## src/rtl/lock_pkg.sv

```systemverilog
// Shared types and constants for the keypad door lock controller.
package lock_pkg;

    typedef enum logic [2:0] {
        IDLE,
        ENTRY,
        CHECK,
        UNLOCKED,
        LOCKOUT
    } lock_state_t;

    // Special key codes; 0-9 are digits, 0xC-0xF are ignored.
    localparam logic [3:0] KEY_CLEAR = 4'hA;
    localparam logic [3:0] KEY_ENTER = 4'hB;

    // Bit positions inside the 32-bit trigger command word.
    localparam int TRG_ENTRY    = 0;
    localparam int TRG_LOCKOUT  = 1;
    localparam int TRG_ALARM    = 2;
    localparam int TRG_UNLOCK   = 3;
    localparam int TRG_FAIL_LSB = 4;

    function automatic logic is_digit(input logic [3:0] key);
        return key <= 4'd9;
    endfunction

endpackage

```

## src/rtl/lock_controller_ms_tick.sv

```systemverilog
// Free-running divider producing a one-cycle pulse every CLK_HZ/1000 cycles.
module ms_tick #(
    parameter int unsigned CLK_HZ = 50_000_000
) (
    input  logic clk_i,
    input  logic rst_i,
    output logic tick_o
);

    localparam int unsigned DIV  = (CLK_HZ / 1000 > 1) ? CLK_HZ / 1000 : 1;
    localparam int          CW   = (DIV > 1) ? $clog2(DIV) : 1;
    localparam logic [CW-1:0] LAST = CW'(DIV - 1);

    logic [CW-1:0] cnt_q;

    // Divider counter wraps at LAST so the tick spacing is exactly DIV cycles.
    always_ff @(posedge clk_i or posedge rst_i) begin
        if (rst_i) begin
            cnt_q <= '0;
        end else if (cnt_q == LAST) begin
            cnt_q <= '0;
        end else begin
            cnt_q <= cnt_q + CW'(1);
        end
    end

    assign tick_o = (cnt_q == LAST);

endmodule

```

## src/rtl/lock_controller.sv

```systemverilog
// Keypad door lock sequencer driving the servo stage's 32-bit trigger word.
// Optional build macro LOCK_DOOR_HOLD_EN: keep the door unlocked while it is
// still open after the unlock window, and raise the alarm if it stays open.
module lock_controller
    import lock_pkg::*;
#(
    parameter int unsigned CLK_HZ           = 50_000_000,
    parameter int unsigned CODE_LEN         = 4,
    parameter int unsigned UNLOCK_MS        = 5000,
    parameter int unsigned ENTRY_TIMEOUT_MS = 10000,
    parameter int unsigned MAX_FAILS        = 3,
    parameter int unsigned LOCKOUT_MS       = 30000
) (
    input  logic                  CLOCK_50,
    input  logic                  reset,
    input  logic                  key_valid,
    input  logic [3:0]            key_code,
    input  logic [4*CODE_LEN-1:0] passcode,
    input  logic                  door_open,
    output logic [31:0]           trigger,
    output logic                  busy
);

    localparam int         BUF_W     = 4 * CODE_LEN;
    localparam logic [3:0] CODE_LEN4 = 4'(CODE_LEN);
    localparam logic [3:0] MAX_FAIL4 = 4'(MAX_FAILS);

    lock_state_t      state_q, state_d;
    logic [BUF_W-1:0] buf_q, buf_d;
    logic [3:0]       cnt_q, cnt_d;
    logic [3:0]       fail_q, fail_d;
    logic [3:0]       fail_inc;
    logic [31:0]      timer_q, timer_d;
    logic [31:0]      limit;
    logic [31:0]      trigger_q, trigger_d;
    logic             busy_q, busy_d;
    logic             tick, expired, key_digit, hold_alarm_d;
    logic [BUF_W-1:0] key_ext;

`ifdef LOCK_DOOR_HOLD_EN
    logic hold_q, hold_d;
    logic alarm_q, alarm_d;
    assign hold_alarm_d = alarm_d;
`else
    logic unused_door;
    assign unused_door  = door_open;
    assign hold_alarm_d = 1'b0;
`endif

    ms_tick #(.CLK_HZ(CLK_HZ)) u_tick (
        .clk_i  (CLOCK_50),
        .rst_i  (reset),
        .tick_o (tick)
    );

    assign key_digit = is_digit(key_code);
    assign key_ext   = BUF_W'(key_code);
    assign fail_inc  = (fail_q == 4'hF) ? 4'hF : fail_q + 4'd1;
    // Expiry needs LIMIT+1 ticks after a restart, giving -0/+1 ms resolution.
    assign expired   = tick && (timer_q == limit);

    // Select the ms limit belonging to the timed state we are in.
    always_comb begin
        case (state_q)
            ENTRY:    limit = ENTRY_TIMEOUT_MS;
            UNLOCKED: limit = UNLOCK_MS;
            LOCKOUT:  limit = LOCKOUT_MS;
            default:  limit = '0;
        endcase
    end

    // Next-state logic: key handling, code check, timers and fail counting.
    always_comb begin
        // NOTE: every signal driven here is defaulted first, so no latch is inferred.
        state_d = state_q;
        buf_d   = buf_q;
        cnt_d   = cnt_q;
        fail_d  = fail_q;
        timer_d = tick ? timer_q + 32'd1 : timer_q;
`ifdef LOCK_DOOR_HOLD_EN
        hold_d  = hold_q;
        alarm_d = alarm_q;
`endif
        case (state_q)
            IDLE: begin
                timer_d = '0;
                if (key_valid && key_digit) begin
                    buf_d   = key_ext;
                    cnt_d   = 4'd1;
                    state_d = ENTRY;
                end
            end
            ENTRY: begin
                if (expired) begin
                    // Expiry beats a simultaneous key, which is dropped.
                    state_d = IDLE;
                    buf_d   = '0;
                    cnt_d   = '0;
                    timer_d = '0;
                end else if (key_valid) begin
                    if (key_digit) begin
                        timer_d = '0;
                        if (cnt_q < CODE_LEN4) begin
                            buf_d = (buf_q << 4) | key_ext;
                            cnt_d = cnt_q + 4'd1;
                        end
                    end else if (key_code == KEY_CLEAR) begin
                        state_d = IDLE;
                        buf_d   = '0;
                        cnt_d   = '0;
                        timer_d = '0;
                    end else if (key_code == KEY_ENTER) begin
                        state_d = CHECK;
                        timer_d = '0;
                    end
                end
            end
            CHECK: begin
                buf_d   = '0;
                cnt_d   = '0;
                timer_d = '0;
                if (cnt_q == CODE_LEN4 && buf_q == passcode) begin
                    fail_d  = '0;
                    state_d = UNLOCKED;
                end else begin
                    fail_d  = fail_inc;
                    state_d = (fail_inc == MAX_FAIL4) ? LOCKOUT : IDLE;
                end
            end
            UNLOCKED: begin
`ifdef LOCK_DOOR_HOLD_EN
                if (!hold_q) begin
                    if (expired) begin
                        timer_d = '0;
                        if (door_open) begin
                            hold_d = 1'b1;
                        end else begin
                            state_d = IDLE;
                        end
                    end
                end else if (!door_open) begin
                    state_d = IDLE;
                    hold_d  = 1'b0;
                    alarm_d = 1'b0;
                    timer_d = '0;
                end else if (expired) begin
                    // Door held open a further window: alarm until it closes.
                    alarm_d = 1'b1;
                    timer_d = timer_q;
                end
`else
                if (expired) begin
                    state_d = IDLE;
                    timer_d = '0;
                end
`endif
            end
            LOCKOUT: begin
                if (expired) begin
                    fail_d  = '0;
                    state_d = IDLE;
                    timer_d = '0;
                end
            end
            default: begin
                state_d = IDLE;
                buf_d   = '0;
                cnt_d   = '0;
                timer_d = '0;
            end
        endcase
    end

    // Output word derived from next state so the registered copy tracks state_q.
    always_comb begin
        trigger_d                      = '0;
        trigger_d[TRG_ENTRY]           = (state_d == ENTRY);
        trigger_d[TRG_LOCKOUT]         = (state_d == LOCKOUT);
        trigger_d[TRG_ALARM]           = (state_d == LOCKOUT) || hold_alarm_d;
        trigger_d[TRG_UNLOCK]          = (state_d == UNLOCKED);
        trigger_d[TRG_FAIL_LSB +: 4]   = fail_d;
        busy_d                         = (state_d != IDLE);
    end

    // State, datapath and output registers.
    always_ff @(posedge CLOCK_50 or posedge reset) begin
        if (reset) begin
            state_q   <= IDLE;
            // NOTE: the digit buffer is reset too, so no partial code survives a reset.
            buf_q     <= '0;
            cnt_q     <= '0;
            fail_q    <= '0;
            timer_q   <= '0;
            trigger_q <= '0;
            busy_q    <= 1'b0;
        end else begin
            // NOTE: non-blocking assignments keep every register update on the same edge.
            state_q   <= state_d;
            buf_q     <= buf_d;
            cnt_q     <= cnt_d;
            fail_q    <= fail_d;
            timer_q   <= timer_d;
            trigger_q <= trigger_d;
            busy_q    <= busy_d;
        end
    end

`ifdef LOCK_DOOR_HOLD_EN
    // Door-hold phase flags for the unlocked state.
    always_ff @(posedge CLOCK_50 or posedge reset) begin
        if (reset) begin
            hold_q  <= 1'b0;
            alarm_q <= 1'b0;
        end else begin
            hold_q  <= hold_d;
            alarm_q <= alarm_d;
        end
    end
`endif

    assign trigger = trigger_q;
    assign busy    = busy_q;

endmodule

```

## config.mk

```make
export PLATFORM = sky130hd
export DESIGN_NAME = lock_controller
export DESIGN_NICKNAME = d
export VERILOG_FILES = /design/src/rtl/lock_pkg.sv /design/src/rtl/lock_controller_ms_tick.sv /design/src/rtl/lock_controller.sv
export SDC_FILE = /design/constraint.sdc
export NUM_CORES = 1
export LEC_CHECK = 0
export ABC_AREA = 1
export ABC_CLOCK_PERIOD_IN_PS = 4450
export CAP_MARGIN = 0
export CORE_MARGIN = 2
export CORE_UTILIZATION = 47
export CTS_BUF_LIST = sky130_fd_sc_hd__clkbuf_4 sky130_fd_sc_hd__clkbuf_8
export CTS_CLUSTER_DIAMETER = 80
export DETAILED_ROUTE_END_ITERATION = 8
export GPL_TIMING_DRIVEN = 0
export HOLD_SLACK_MARGIN = 0.12
export PLACE_DENSITY = 0.69
export REMOVE_ABC_BUFFERS = 1
export SLEW_MARGIN = 20
export SYNTH_ARGS = -nofsm -noshare
export SYNTH_HDL_FRONTEND = slang
export SYNTH_SLANG_ARGS = --single-unit
```

## constraint.sdc

```tcl
create_clock -name CLOCK_50 -period 4.45 [get_ports CLOCK_50]
set_input_delay 0.89 -clock CLOCK_50 [delete_from_list [all_inputs] [get_ports CLOCK_50]]
set_output_delay 0.89 -clock CLOCK_50 [all_outputs]
set_load 0.05 [all_outputs]
```

== Word-level counts from Yosys, hierarchy flattened ==
Index checks and enable logic that the tools add are counted.

* $lt $le $gt $ge: 2
* Add/subtract/negate cells: 4
* Eq/ne operators: 19
* Reduce and logical (&&, ||, !) cells: 7
* Bitwise logic cells: 2
* Muxes and demuxes: 38

{| class="wikitable"
|+ Operators by type and width
! cell !! count
|-
| 32-bit two-way mux || 7
|-
| 16-bit two-way mux || 7
|-
| 32-bit one-hot mux with 2 select lines || 1
|-
| 16-bit one-hot mux with 3 select lines || 1
|-
| 15-bit one-hot mux with 3 select lines || 1
|-
| 4-bit two-way mux || 9
|-
| 32-bit by 1-bit adder with 32-bit output (second input constant) || 1
|-
| 32-bit == test || 1
|-
| 3-bit two-way mux || 9
|-
| 16-bit by 1-bit adder with 16-bit output (second input constant) || 1
|-
| 16-bit == test || 1
|-
| 16-bit == test (second input constant) || 1
|-
| 16-bit by 4-bit OR with 16-bit output || 1
|-
| 4-bit == test (second input constant) || 3
|-
| 3-bit one-hot mux with 4 select lines || 1
|-
| 4-bit one-hot mux with 3 select lines || 1
|-
| 3-bit by 2-bit == test with 1-bit output (second input constant) || 3
|-
| 4-bit by 1-bit adder with 4-bit output (second input constant) || 2
|-
| 4-bit inequality test (second input constant) || 2
|-
| 4-bit one-hot mux with 2 select lines || 1
|-
| 3-bit by 1-bit == test with 1-bit output (second input constant) || 2
|-
| 3-bit == test (second input constant) || 2
|-
| 5-bit AND reduction || 1
|-
| 4-bit by 2-bit == test with 1-bit output (second input constant) || 1
|-
| other kinds (10) || 12
|}

* Input port bits: 24
* Output and inout bits: 33
* Register bits after elaboration: 84

== Logic depth before layout (Yosys ltp) ==
* Depth after elaboration: 8
* Mapped depth: 17
* Mapped depth without buffers: 15

== Hierarchy ==
From an unflattened synthesis, not the netlist that was laid out.

* Cells, all modules: 730
* Area total of the unflattened synthesis: 5119.9 sq um

{| class="wikitable"
|+ Modules (own cells, without submodules)
! module !! area each (sq um) !! cells an instance !! times used !! seq. area each (sq um)
|-
| lock_controller || 4239.1 || 608 || 1 || 1576.5
|-
| ms_tick || 880.8 || 122 || 1 || 400.4
|}

== Worst setup path before layout ==
No wires, ideal clock.

* Path kind: input to register
* Start point: in passcode[11]
* End point: reg busy_q, in the netlist busy
* Cell stages on the path: 9
* Path buffers: 0
* Arrival time: 1.888 ns
* Slack: 2.435 ns
* Path through: or2_2 > a21oi_1 > nand4_1 > nor2_1 > nand3_1 > nand3_1 > nand2_1 > inv_1 > nand3_1

* Cells in the longest elaborated chain, start to end: 5

{| class="wikitable"
|+ Ends and longest elaborated chain
! item !! line !! source
|-
| from (decl) || lock_controller.sv:18 || <nowiki>input logic [4*CODE_LEN-1:0] passcode,</nowiki>
|-
| 16-bit == test || lock_controller.sv:122 || <nowiki>if (cnt_q == CODE_LEN4 && buf_q == passcode) begin</nowiki>
|-
| 1-bit logical AND || lock_controller.sv:122 ||
|-
| 3-bit two-way mux || lock_controller.sv:122 ||
|-
| 3-bit one-hot mux with 4 select lines || lock_controller.sv:84 || <nowiki>case (state_q)</nowiki>
|-
| net state_d[2] || lock_controller.sv:28 || <nowiki>lock_state_t state_q, state_d;</nowiki>
|-
| 3-bit nonzero test || lock_controller.sv:182 || <nowiki>busy_d = (state_d != IDLE);</nowiki>
|-
| net busy_d || lock_controller.sv:36 || <nowiki>logic busy_q, busy_d;</nowiki>
|-
| to (signal assigned) || lock_controller.sv:204 || <nowiki>busy_q <= busy_d;</nowiki>
|-
| to (decl) || lock_controller.sv:36 ||
|}

The timed path passes the listed nets, and every way through them passes these cells.
A chain may end at the register's enable or synchronous reset.

== Worst setup path after layout ==
* Start point: reg u_tick.cnt_q[0]
* End point: reg buf_q[5]

* Cells in the longest elaborated chain, start to end: 4
* Elaborated cells between the ends (all ways): 8
* Classes of those cells: eq/ne: 4; mux: 2; reduce/logical: 2

{| class="wikitable"
|+ Ends and longest elaborated chain
! item !! line !! source
|-
| from (decl) || lock_controller_ms_tick.sv:14 || <nowiki>logic [CW-1:0] cnt_q;</nowiki>
|-
| from (signal assigned) || lock_controller_ms_tick.sv:23 || <nowiki>cnt_q <= cnt_q + CW'(1);</nowiki>
|-
| 16-bit == test (*) || lock_controller_ms_tick.sv:27 || <nowiki>assign tick_o = (cnt_q == LAST);</nowiki>
|-
| 1-bit logical AND (*) || lock_controller.sv:60 || <nowiki>assign expired = tick && (timer_q == limit);</nowiki>
|-
| 4-bit inequality test (no line) (tied with other cells) || -- ||
|-
| 5-bit AND reduction (no line) or 16-bit one-hot mux with 3 select lines (tied branches) || -- ||
|-
| to (signal assigned) || lock_controller.sv:199 || <nowiki>buf_q <= buf_d;</nowiki>
|-
| to (decl) || lock_controller.sv:29 || <nowiki>logic [BUF_W-1:0] buf_q, buf_d;</nowiki>
|}

Mark *: on every way between the ends. The rest lies on a longest branch, timed or not.

==> flow_metrics.py <==
metrics = {
    "run_status": {
        "outcome": "completed",
    },
    "cells_and_area": {
        "final_area_mm2": 0.005834,
        "seq_area_mm2": 0.001977,
        "mostFrequentLayoutCell": "nand2_1",
        "diodes": 0,
        "multiInputGateArea_mm2": 0.002764,
        "final_layout_size_suffix_gt1_frac": 0.04981,
        "final_cell_mix": "nand2_1 (192), nor2_1 (135), inv_1 (96)",
        "nFillCells": 1104,
        "area_growth_pct": 9.306,
        "final_cells": 943,
        "fin_nets": 828,
        "post-route-util": 0.5312,
    },
    "sta": {
        "timing.fmax_mhz": 329.2,
        "worst_slack_ns": 1.412,
        "setup_viol": 0,
        "rsz0062_at_grt": "no",
        "hold_viol": 0,
        "fin_crit_sh": 0.6827,
        "max-slew-margin-rel": 0.4479,
        "tns_ns": 0,
        "finClkSkew_ns": 0.01568,
        "period_needed_ns": 3.038,
        "slew_violations": 0,
        "timing.hold.ws_ns": 0.4608,
        "tightest_slew_ns": 0.8219,
    },
    "placed_design": {
        "place_hpwl_um": 8656,
        "place_area_mm2": 0.005629,
        "placed_cells": 927,
        "finalWeightedCongestion": 0.9111,
        "pre_cts_slack_ns": 1.245,
        "port_buffers": 31,
    },
    "clocking": {
        "cts_hold_buf": 0,
        "clkTransAtPathRegs_ns": 0.09,
        "clock_path_buffers": 2,
        "cts_tree": "built",
        "clkSinkCount": 79,
        "clockRootBuffer": "clkbuf_8",
        "cts_setup_buffers": 0,
        "cts_buffers": 9,
        "clock_latency_ns": 0.37,
        "htree_levels": 3,
        "post_cts_resized": 0,
    },
    "floorplan": {
        "core_area_mm2": 0.01098,
        "rows": 38,
        "die-area_mm2": 0.01222,
        "die_y_um": 110.6,
        "die_w_um": 110.6,
        "initial_core_util": 0.4860,
        "io_pins": 57,
    },
    "routing": {
        "avgViaCountPerCell": 5.084,
        "drt_first_pass_iters": 5,
        "antenna_left": 0,
        "drtIter0Drc": 276,
        "wl_per_cell_um": 12.53,
        "route.detailed.drc": 0,
        "vias": 4794,
        "routed_wl_um": 11820,
    },
    "power": {
        "ir_drop_uv": 408.5,
        "leakagePower_nw": 2.835,
        "powerDensity_mw_per_mm2": 388.5,
        "p_total_mw": 2.267,
    },
    "logic_synthesis": {
        "seq_area_frac_synth": 0.3704,
        "yosysUniqueCellTypes": 39,
        "yosys_warnings": 0,
        "ys_seq_elements": 79,
        "syn-instance-count": 773,
        "avgSynthCellArea_um2": 6.905,
        "synth_area_mm2": 0.005338,
    },
    "global_routing": {
        "grt_pass1_wl_um": 20420,
        "grt_max_degree": 44,
        "grt_pass1_vias": 4503,
        "antenna_found_initial": 0,
        "overflow": 0,
        "grt_usage": 0.2021,
    },
    "job": {
        "maxCapViolCount": 0,
    },
    "setup_path": {
        "critPathLaunchType": "flip-flop",
        "crit_fanout": 20,
        "crit_slowest_cell": "nor2_4",
        "crit_path_cell_trace": "ha_1 -> nand2_1 -> inv_1 -> nand2_1 -> nor2_1 -> nand2_1 -> nor2_1 -> nand2_1 -> nor2_1 -> nand2_1 -> nand2_1 -> nand2_1 -> nor2_4 -> nand2_1 -> nand2_1",
        "cp_top_family": "simple AND/OR/NAND/NOR gates",
        "crit_arrival_ns": 3.36,
        "worst-path-buf-inv": 1,
        "cpPeakStageDelay_ns": 0.56,
        "crit_type": "reg2reg",
        "crit_required_ns": 4.77,
        "cp_common_cell": "nand2_1",
        "cp-end-kind": "flip-flop",
    },
    "min_path": {
        "hold_path.class": "reg2reg",
    },
}
==> power breakdown <==
group	total, mW	switching [mW]	internal, mW
combinational	0.821	0.569	0.252
clock	0.553	0.272	0.281
sequential	0.893	0.0869	0.806
total	2.27	0.928	1.34
==> cell type report <==
type | instances | share of cell area
timing repair buffer | 32 | 0.05662
multi-input combinational | 574 | 0.4737
clock buffer | 11 | 0.02488
sequential | 79 | 0.3388
tap | 140 | 0.03002
inverter | 102 | 0.06605
clock inverter | 5 | 0.009865
==> cell usage after synthesis, drive strengths merged <==
library cell	number	area (um2)
nor3	23	120.1
clkbuf	3	11.26
a21boi	2	15.01
nor4	2	12.51
and2	1	6.260
ha	6	75.07
o221ai	1	8.760
a211oi	9	67.56
or2	6	37.54
a21oi	13	65.06
nand3	50	265.3
xnor2	8	70.07
nand4	18	112.6
nand2	197	754.5
nand3b	4	30.03
a31oi	2	12.51
o211ai	1	7.510
clkinv	1	3.750
conb	1	3.750
o21bai	1	7.510
dfrtp	79	1977
inv	101	379.1
buf	38	291.5
xor2	32	280.3
nor2	138	535.5
o21ai	33	165.2
nor3b	2	15.01
o21a	1	7.510
==> registers in the layout, indices dropped and copies added (netlist names), named ones only <==
register and cells:
busy 1, state_q 3, trigger 3, cnt_q 4, buf_q 16, u_tick.cnt_q 16, timer_q 32
==> worst register-to-register path: cells and delay by family, from the launching register on <==
kind                       cells  cell delay [ns]
adders and majority gates      1             0.17
buffers and inverters          1             0.08
DFF                            1             0.37
and+or+nand+nor               13             2.36
==> cells by family (layout without fill, tap and decap cells) <==
family | Yosys count | in the layout | share of synthesized area
AND/OR/NAND/NOR | 441 | 441 | 0.3540
buffers and inverters | 143 | 150 | 0.1285
flip-flops | 79 | 79 | 0.3704
AO/OA/AOI/OAI | 63 | 63 | 0.06681
XOR/XNOR | 40 | 40 | 0.06564
adder cells (fa/ha/maj) | 6 | 6 | 0.01406
other | 1 | 24 | 0.0007026
==> worst paths after layout <==
path,depth (start not counted),start,end,slack [ns]
min in group asynchronous,2,reset,timer_q[16],0.89
max reg2reg,15,u_tick.cnt_q[0],buf_q[5],1.41
max,15,u_tick.cnt_q[0],buf_q[5],1.41
max in group asynchronous,3,reset,u_tick.cnt_q[11],2.96
min reg2reg,1,u_tick.cnt_q[0],u_tick.cnt_q[0],0.46
min,1,u_tick.cnt_q[0],u_tick.cnt_q[0],0.46
==> layer usage <==
metal  track usage  vias up  part of all wire
li1              -     2423                 -
met1        0.2605     2214              0.46
met2        0.3288      133              0.47
met3       0.04940       24             0.044
met4       0.07750        0             0.026
met5             0        -                 0
Note: power is estimated with default switching activity, not from simulation.
==> patch 1, RTL diff (same flow settings) <==
Add an input register stage for `passcode`, cleared by the reset; this delays it by one clock. The other inputs are not delayed to match.
--- a/src/rtl/lock_controller.sv
+++ b/src/rtl/lock_controller.sv
@@ -27,2 +27,12 @@
 
+    logic [4*CODE_LEN-1:0] passcode_q;
+
+    always_ff @(posedge CLOCK_50 or posedge reset) begin
+        if (reset) begin
+            passcode_q <= '0;
+        end else begin
+            passcode_q <= passcode;
+        end
+    end
+
     lock_state_t      state_q, state_d;
@@ -121,3 +131,3 @@
                 timer_d = '0;
-                if (cnt_q == CODE_LEN4 && buf_q == passcode) begin
+                if (cnt_q == CODE_LEN4 && buf_q == passcode_q) begin
                     fail_d  = '0;
Behaviour: not the same (Yosys sat finds a counterexample within 10 cycles, from zero or initial values and one cycle with reset high).
==> patch 1 against the unedited design <==
  * Sequential cell count rose by 16
  * Setup slack worse by 0.39 ns
  * Wire length grew 4.5%
  * Global-route usage fell by 0.088 points
  * Area after synthesis increased by 7.7%
  * Power rose by 5.7%
  * Cell area grew 7.3%
  * Critical endpoint is now buf_q[0]$_DFFE_PP0P_
  * Largest cell class unchanged
  * Highest routed layer unchanged
==> patch 1: results (changes against the unedited design) <==
Worst slew margin: 43.1% (-1.6 points)
Fill cells: 1156 (+4.7%)
Multi-input gate area: 0.00280 mm2 (+1.3%)
Vias in the first global route: 4754 (+5.6%)
Data arrival, critical path: 3.70 ns (+0.34 ns)
Sw Share: 41.2% (+0.29 points)
Commonest cells in the netlist: nand2_1, nor2_1, dfrtp_1
Clock buf/inv share: 2.88% (-0.60 points)
Tot GR Track Use: 20.1% (-0.088 points)
Final hold slack: 0.467 ns (+0.00653 ns)
Leakage: 2.98 nW (+5.0%)
Detailed Place HPWL: 8910 um (+2.9%)
Tap cells: 147 (+5.0%)
Vias per inst: 5.03 (-1.1%)
Total power draw: 2.40 mW (+5.7%)
Non-filler cells, final: 955 (+1.3%)
Layout clock buffer count: 9 (-2)
Final Wtd Congestion: 0.922 (+1.2%)
Worst reg2reg path depth: 12 (-3)
Final core occ: 52.3% (-0.79 points)
Status: finished clean
FF/Latch Area: 0.00238 mm2 (+20%)
Post-synthesis sequential area ratio: 41.4% (+4.3 points)
Setup Skew: 0.0123 ns (-0.00342 ns)
Multi-input gate count: 566 (-1.4%)
Skew-Pair Late Insertion Delay: 0.39 ns (+0.02 ns)
Dominant cells by area after synthesis: dfrtp_1, nand2_1, nor2_1, inv_1, xor2_1
Library cells used by synthesis: 42 (+7.7%)
Slowest cell on crit path: nand3_1
Largest net degree at the start of global routing: 66 (+50%)
Share of cells above drive strength 1: 7.92% (+2.9 points)
patch 1: cell count changes in the layout (fill, tap and decap cells not counted), moves of 4 or more:
cell and delta:
a21oi_1 +4, dfrtp_1 +16, inv_1 -7, inv_6 +4, nand2_1 -11, nand3_1 -7, nand3_2 +17, nand4_1 -6
nor2_1 +13, nor3_1 +4, o21ai_0 -13, o21ai_1 -10
patch 1: per-layer routing:
metal  track usage (%)  up-vias  part of all wire (%)  wire length [um]
met5                 0        -                     0                 0
met4              9.11        0                   3.0               373
met3              4.55       30                   5.4               671
met2              33.7      138                    47              5860
met1              24.8     2203                    44              5450
li1                  -     2430                     -                 -
patch 1: cells by family after synthesis:
logic type / Yosys count / synth area share (%)
AOI/OAI and AO/OA: 45 / 4.72
and+or+nand+nor: 452 / 35.0
other: 1 / 0.0652
DFF: 95 / 41.4
xor gates and xnor gates: 39 / 5.94
adders and majority gates: 6 / 1.31
buffers and inverters: 139 / 11.6
==> patch 2, RTL diff (config.mk and constraints unchanged) <==
Without the edit above. The parameter `CODE_LEN` goes from 4 to 8.
--- a/src/rtl/lock_controller.sv
+++ b/src/rtl/lock_controller.sv
@@ -7,3 +7,3 @@
     parameter int unsigned CLK_HZ           = 50_000_000,
-    parameter int unsigned CODE_LEN         = 4,
+    parameter int unsigned CODE_LEN         = 8,
     parameter int unsigned UNLOCK_MS        = 5000,
Ports: changed (resized passcode); port bits go from 57 to 73. No check against the original RTL was run, so the function may have changed too.
==> patch 2 against the unedited design <==
  * Cell area rose by 23%
  * Hold slack improved by 0.018 ns
  * Wire length rose by 26%
  * Largest cell class unchanged
  * Critical path type unchanged
  * Non-clock buffer count rose by 16
  * Global-route usage rose by 0.96 points
  * Sequential cell count rose by 16
  * Setup slack got worse by 0.19 ns
  * Area after synthesis rose by 22%
  * Via count rose by 21%
  * Synthesized cell count rose by 23%
Power is not compared: it rests on default switching activity, and its combinational part moved more than twofold at a synthesized area within 25%.
==> patch 2: results (changes against the unedited design) <==
Data arrival, critical path: 3.55 ns (+0.19 ns)
Non-filler cells, final: 1167 (+24%)
Dominant cells by area after synthesis: dfrtp_1, nand2_1, nor2_1, inv_1, nand3_1
Vias in the first global route: 5296 (+18%)
Worst reg2reg path depth: 12 (-3)
Detailed-route via count: 5796 (+21%)
Seq cells: 95 (+20%)
Reg2Reg Capture Point: buf_q[9]$_DFFE_PP0P_
IO Port Bufs: 47 (+52%)
Detailed Place HPWL: 10800 um (+24%)
Post-synthesis sequential area ratio: 36.6% (-0.46 points)
Slew @ Worst Pin: 0.968 ns (+0.146 ns)
Status: finished clean
Met3 usage: 3.32% (-1.6 points)
Setup Skew: 0.0138 ns (-0.00185 ns)
Largest net degree at the start of global routing: 60 (+36%)
Max stage delay on crit path: 0.63 ns (+0.07 ns)
Area after DPL: 0.00698 mm2 (+24%)
Logic inverters: 132 (+29%)
Share of cells above drive strength 1: 6.16% (+1.2 points)
WL met1: 6950 um (+28%)
Crit Path Max Fanout: 35 (+75%)
Non-clk bufs: 48 (+50%)
Final Wtd Congestion: 0.917 (+0.65%)
Multi-input gate count: 700 (+22%)
Library cells used by synthesis: 40 (+2.6%)
Met2 wire length: 6880 um (+23%)
Multi-input logic portion of the cell area: 47.1% (-0.24 points)
Starting DRC count in detailed routing: 424 (+54%)
Commonest cells in the netlist: nand2_1, nor2_1, inv_1
First-pass GRT wire length: 25100 um (+23%)
Mean routed wirelength per cell: 12.7 um (+1.5%)
Largest registers: buf_q: 32 flops, timer_q: 32 flops, u_tick.cnt_q: 16 flops
Fraction of area in registers: 33.1% (-0.75 points)
Slowest cell on crit path: nand2_4
patch 2: cell types whose count changed after synthesis, moves of 8 or more:
cell | unedited run | this run
a211oi_1 | 9 | 0
dfrtp_1 | 79 | 95
inv_1 | 97 | 125
nand2_1 | 193 | 250
nand3_1 | 47 | 77
nor2_1 | 135 | 159
nor3_1 | 22 | 39
o21ai_0 | 23 | 15
o21ai_1 | 10 | 0
patch 2: report_power, final:
group	switching, mW	total [mW]	internal [mW]
registers	0.00191	0.867	0.865
logic	0.0925	0.139	0.0461
clock network	0.320	0.593	0.273
total	0.415	1.60	1.18
patch 2: cell families (layout without fill, tap and decap cells):
family	after synthesis	in the layout	share of synthesized area (%)
simple gates	589	589	40.2
buf+inv	177	196	12.7
flops	95	95	36.6
xor+xnor	45	45	6.06
compound gates	36	36	3.20
fa+ha+maj	6	6	1.16
other cells	1	24	0.0577
patch 2: how the worst max path moves through the flow:
| stage | start | endpoint | slack [ns] | cells after the start |
|---|---|---|---|---|
| 5_1_grt | u_tick.cnt_q[0]$_DFF_PP0_ | buf_q[25]$_DFFE_PP0P_ | 0.93 | 12 |
| 3_3_place_gp | reset | state_q[2]$_DFF_PP0_ | -0.57 | 2 |
| 6_report | u_tick.cnt_q[0]$_DFF_PP0_ | buf_q[9]$_DFFE_PP0P_ | 1.22 | 12 |
| 2_1_floorplan | reset | asynchronous set/reset pin | 1.08 | 1 |
| 4_1_cts | u_tick.cnt_q[0]$_DFF_PP0_ | buf_q[0]$_DFFE_PP0P_ | 1.24 | 12 |
| 3_5_place_dp | key_code[3] | buf_q[9]$_DFFE_PP0P_ | 1.06 | 8 |
